`src/rtl/mux_4.sv`:
```
// Next-PC select: picks the branch target or PC+1, exposing both a zero-latency
// and a registered copy, plus a saturating count of taken-branch captures.
module mux_4 #(
   parameter int WIDTH = 8
) (
   input  logic             clk,
   input  logic             rst_n,
   input  logic [WIDTH-1:0] PC1,
   input  logic [WIDTH-1:0] rULA2,
   input  logic             pAND,
   input  logic             en,
   output logic [WIDTH-1:0] out,
   output logic [WIDTH-1:0] out_comb,
   output logic             out_valid,
   output logic             sel_q,
   output logic [7:0]       taken_cnt
);

   logic [WIDTH-1:0] out_reg, out_next;
   logic             valid_reg, valid_next;
   logic             sel_reg, sel_next;
   logic [7:0]       cnt_reg, cnt_next;

   // Per-bit select keeps the output a bit-exact copy of the chosen candidate.
   genvar gi;
   generate
      for (gi = 0; gi < WIDTH; gi++) begin : g_sel
         assign out_comb[gi] = pAND ? rULA2[gi] : PC1[gi];
      end
   endgenerate

   always_comb begin
      out_next   = out_reg;
      valid_next = valid_reg;
      sel_next   = sel_reg;
      cnt_next   = cnt_reg;
      if (en) begin
         out_next   = out_comb;
         valid_next = 1'b1;
         sel_next   = pAND;
         if (pAND && (cnt_reg != 8'hFF))
            cnt_next = cnt_reg + 8'd1;
      end
   end

   // Reset wins over en; out_comb stays outside the reset path.
   always_ff @(posedge clk) begin
      if (!rst_n) begin
         out_reg   <= '0;
         valid_reg <= 1'b0;
         sel_reg   <= 1'b0;
         cnt_reg   <= 8'd0;
      end else begin
         out_reg   <= out_next;
         valid_reg <= valid_next;
         sel_reg   <= sel_next;
         cnt_reg   <= cnt_next;
      end
   end

   assign out       = out_reg;
   assign out_valid = valid_reg;
   assign sel_q     = sel_reg;
   assign taken_cnt = cnt_reg;

endmodule

```
`config.mk`:
```
export PLATFORM = sky130hd
export DESIGN_NAME = mux_4
export DESIGN_NICKNAME = d
export VERILOG_FILES = /design/src/rtl/mux_4.sv
export SDC_FILE = /design/constraint.sdc
export NUM_CORES = 1
export LEC_CHECK = 0
export ABC_AREA = 1
export CAP_MARGIN = 20
export CORE_MARGIN = 8
export CORE_UTILIZATION = 25
export DETAILED_ROUTE_END_ITERATION = 8
export HOLD_SLACK_MARGIN = 0.08
export PLACE_DENSITY_LB_ADDON = 0.12
export SLEW_MARGIN = 30
export SYNTH_ARGS = -nofsm -noshare
export SYNTH_HDL_FRONTEND = slang
export SYNTH_SLANG_ARGS = --single-unit
```
`constraint.sdc`:
```
create_clock -name clk -period 3.6 [get_ports clk]
set_clock_uncertainty 0.1 [all_clocks]
set_input_delay 0.36 -clock clk [delete_from_list [all_inputs] [get_ports clk]]
set_output_delay 0.36 -clock clk [all_outputs]
set_load 0.01 [all_outputs]
```
==> out/qor.txt <==
CP Capture Type: output pin
Detail Placement HPWL: 2.00 mm
Final Hold Viols: 0
maximum buffer depth of the clock tree: 2
maximum net fanout on the critical path: 9
yosys warns: 0
post-cts gate resize count: 0
detailed-route DRC error count: 0
residual overflow from global routing: 0
number of detailed-route iterations in the first pass: 4
area enclosed by the die boundary: 5950 um^2
fraction of layout instances using a drive strength above 1: 7.51%
Detail Route met2 WL: 1.08 mm
Fmax: 411 MHz
largest area contributor in the synthesized netlist: sky130_fd_sc_hd__dfxtp_1
pwr/cell area: 306 nW/um^2
top post-synthesis cells by count: sky130_fd_sc_hd__nor2_1 (28), sky130_fd_sc_hd__nand2_1 (21), sky130_fd_sc_hd__dfxtp_1 (18)
outcome: finished, final reports clean
number of buffers created by CTS: 3
post-layout total power: 450 uW
number of cells on the worst hold path: 2
initial cell density of the core: 25.7%
Post-Syn Area per Cell: 7.29 um^2
Post-CTS Hold Fix Bufs: 0
final number of setup-violating endpoints: 0
fraction of registers with async set/reset: 0%
Fin Hold WS: 373 ps
number of synthesized flops with an enable pin: 0
maximum number of pins on one net before global-route repair: 16
vias in the first global route: 1021
DR vias/cell: 4.21
total standard cell area after synthesis: 933 um^2
uppermost layer routed: met4
worst min-delay path startpoint: sel_q
number of sinks driven by the clock tree: 18
routed length on met1: 1.17 mm
launch point of the worst reg-to-reg path: taken_cnt[0]
CP Data Arrival Time: 1970 ps
number of top-level pins: 46
clock network latency to the later pin of the worst-skew pair: 250 ps
H-tree lvl count: 1
final period demand of the worst path: 2430 ps
Worst VDD drop: 0.115 mV
fraction of synthesized cell area taken by the top area cell type: 38.6%
Tcrit/Tclk final: 67.6%
Antenna Nets Post-Route: 0
Post-Synthesis Net Count: 149
flop and latch count out of synthesis: 18
Initial DRC Count: 53
horizontal die dimension: 77.1 um
Pins Over Slew Limit: 0
TritonCTS clock tree: done
gp weighted congestion: 0.795
Row Count: 22
leakage power figure: 0.623 nW
most area-consuming cells after synthesis: sky130_fd_sc_hd__dfxtp_1 (39%), sky130_fd_sc_hd__nor2_1 (11%), sky130_fd_sc_hd__mux2_1 (8.4%), sky130_fd_sc_hd__nand2_1 (8.4%), sky130_fd_sc_hd__inv_1 (6.4%)
start-to-end type of the worst setup path: in -> out
routed length on met3: 323 um
floorplan core area: 3630 um^2
number of cells produced by synthesis: 128
type of the tightest min-delay check: reg -> reg
worst slew slack as a fraction of its limit: 65.5%
final sum of negative setup slack: 0 ps
Reg2Reg Capture Point: taken_cnt[7]
worst setup slack for register-to-register paths: 2110 ps
max-capacitance violation count: 0
Distinct cells, synth: 23
required time at the endpoint of the critical path: 3140 ps
RSZ-0062 raised after global routing: no
post-CTS setup-driven buffer insertion count: 0
global-route wire length before repair: 4.55 mm
WL final: 2.59 mm
number of buffers inserted by port buffering: 45
Routed WL per cell: 11.7 um
clock transition time at the flip-flop clock pins of the worst setup and hold paths: 70 ps
share of synthesized area occupied by flip-flops and latches: 38.6%
number of nets in the final layout: 196
kind of start point of the critical path: primary input
synth-to-layout area growth: 57.4%
total number of vias: 931
overall fraction of global-route tracks in use: 9.05%
root buffer selected by CTS: sky130_fd_sc_hd__clkbuf_8
number of cell instances on the worst register-to-register path: 8
most frequent cell after synthesis: sky130_fd_sc_hd__nor2_1
n_diodes: 0
Slew @ Worst Pin: 518 ps
antenna violations before repair: 0
worst min-delay path endpoint: sel_q
die span in y: 77.1 um
Main synth FF type: sky130_fd_sc_hd__dfxtp_1
stage by stage:
step,cell area [um^2],worst slack [ps],std cells,utilization [%]
floorplan,933,2200,128,-
global placement,1430,1160,218,39.3
detailed placement,1430,1160,218,39.3
CTS,1470,1160,221,40.4
global route,1470,1090,221,40.4
finish,1470,1170,221,40.4
routing by layer:
| metal | global-route usage (%) | up-vias |
|---|---|---|
| met2 | 14.1 | 34 |
| li1 | - | 494 |
| met3 | 5.83 | 2 |
| met5 | 0 | - |
| met4 | 3.96 | 0 |
| met1 | 9.40 | 401 |
cell usage in the layout (no fill, tap or decap), types with 2 or more instances in the layout:
cell and count:
sky130_fd_sc_hd__nand4_1 3, sky130_fd_sc_hd__o21ai_1 8, sky130_fd_sc_hd__a21oi_1 4, sky130_fd_sc_hd__nor2_1 28, sky130_fd_sc_hd__nor2_4 2, sky130_fd_sc_hd__dfxtp_1 18, sky130_fd_sc_hd__mux2_1 7, sky130_fd_sc_hd__clkdlybuf4s50_1 45
sky130_fd_sc_hd__clkbuf_8 3, sky130_fd_sc_hd__nand2_1 21, sky130_fd_sc_hd__nand3_1 7, sky130_fd_sc_hd__nand2_4 2, sky130_fd_sc_hd__inv_1 16
power by group:
group	switching, mW	internal, mW	leakage, nW
clock	0.0660	0.0743	0.0216
sequential	0.00572	0.208	0.148
combinational	0.0390	0.0567	0.454
total	0.111	0.339	0.623
layout make-up:
cell class,count,area (um^2)
fill,400,2160
multi-input combinational,90,493
timing repair buffer,45,450
sequential,18,360
inverter,17,63.8
tap,48,60.1
clock buffer,3,41.3
worst max-delay path, cell delays in order:
cell and delay, ps:
sky130_fd_sc_hd__clkdlybuf4s50_1 730, sky130_fd_sc_hd__mux2_2 400, sky130_fd_sc_hd__clkdlybuf4s50_1 480
logic make-up after synthesis:
kind of cell / Yosys count / share of synthesized area [%]
and+or+nand+nor: 67 / 33.5
buffers and inverters: 20 / 8.58
DFF: 18 / 38.6
AOI/OAI and AO/OA: 13 / 7.37
muxes: 8 / 9.65
xor gates and xnor gates: 1 / 0.939
adders and majority gates: 1 / 1.34
how the worst max path moves through the flow:
stage                 start           end  slack, ps  cells after the start
3_3_place_gp           pAND   out_comb[2]       1160                      3
5_1_grt                pAND   out_comb[6]       1090                      3
2_1_floorplan  taken_cnt[0]  taken_cnt[7]       2200                      8
6_report               pAND   out_comb[2]       1170                      3
3_5_place_dp           pAND   out_comb[2]       1160                      3
4_1_cts                pAND   out_comb[2]       1160                      3
No activity file was read; power rests on OpenSTA's default activity.
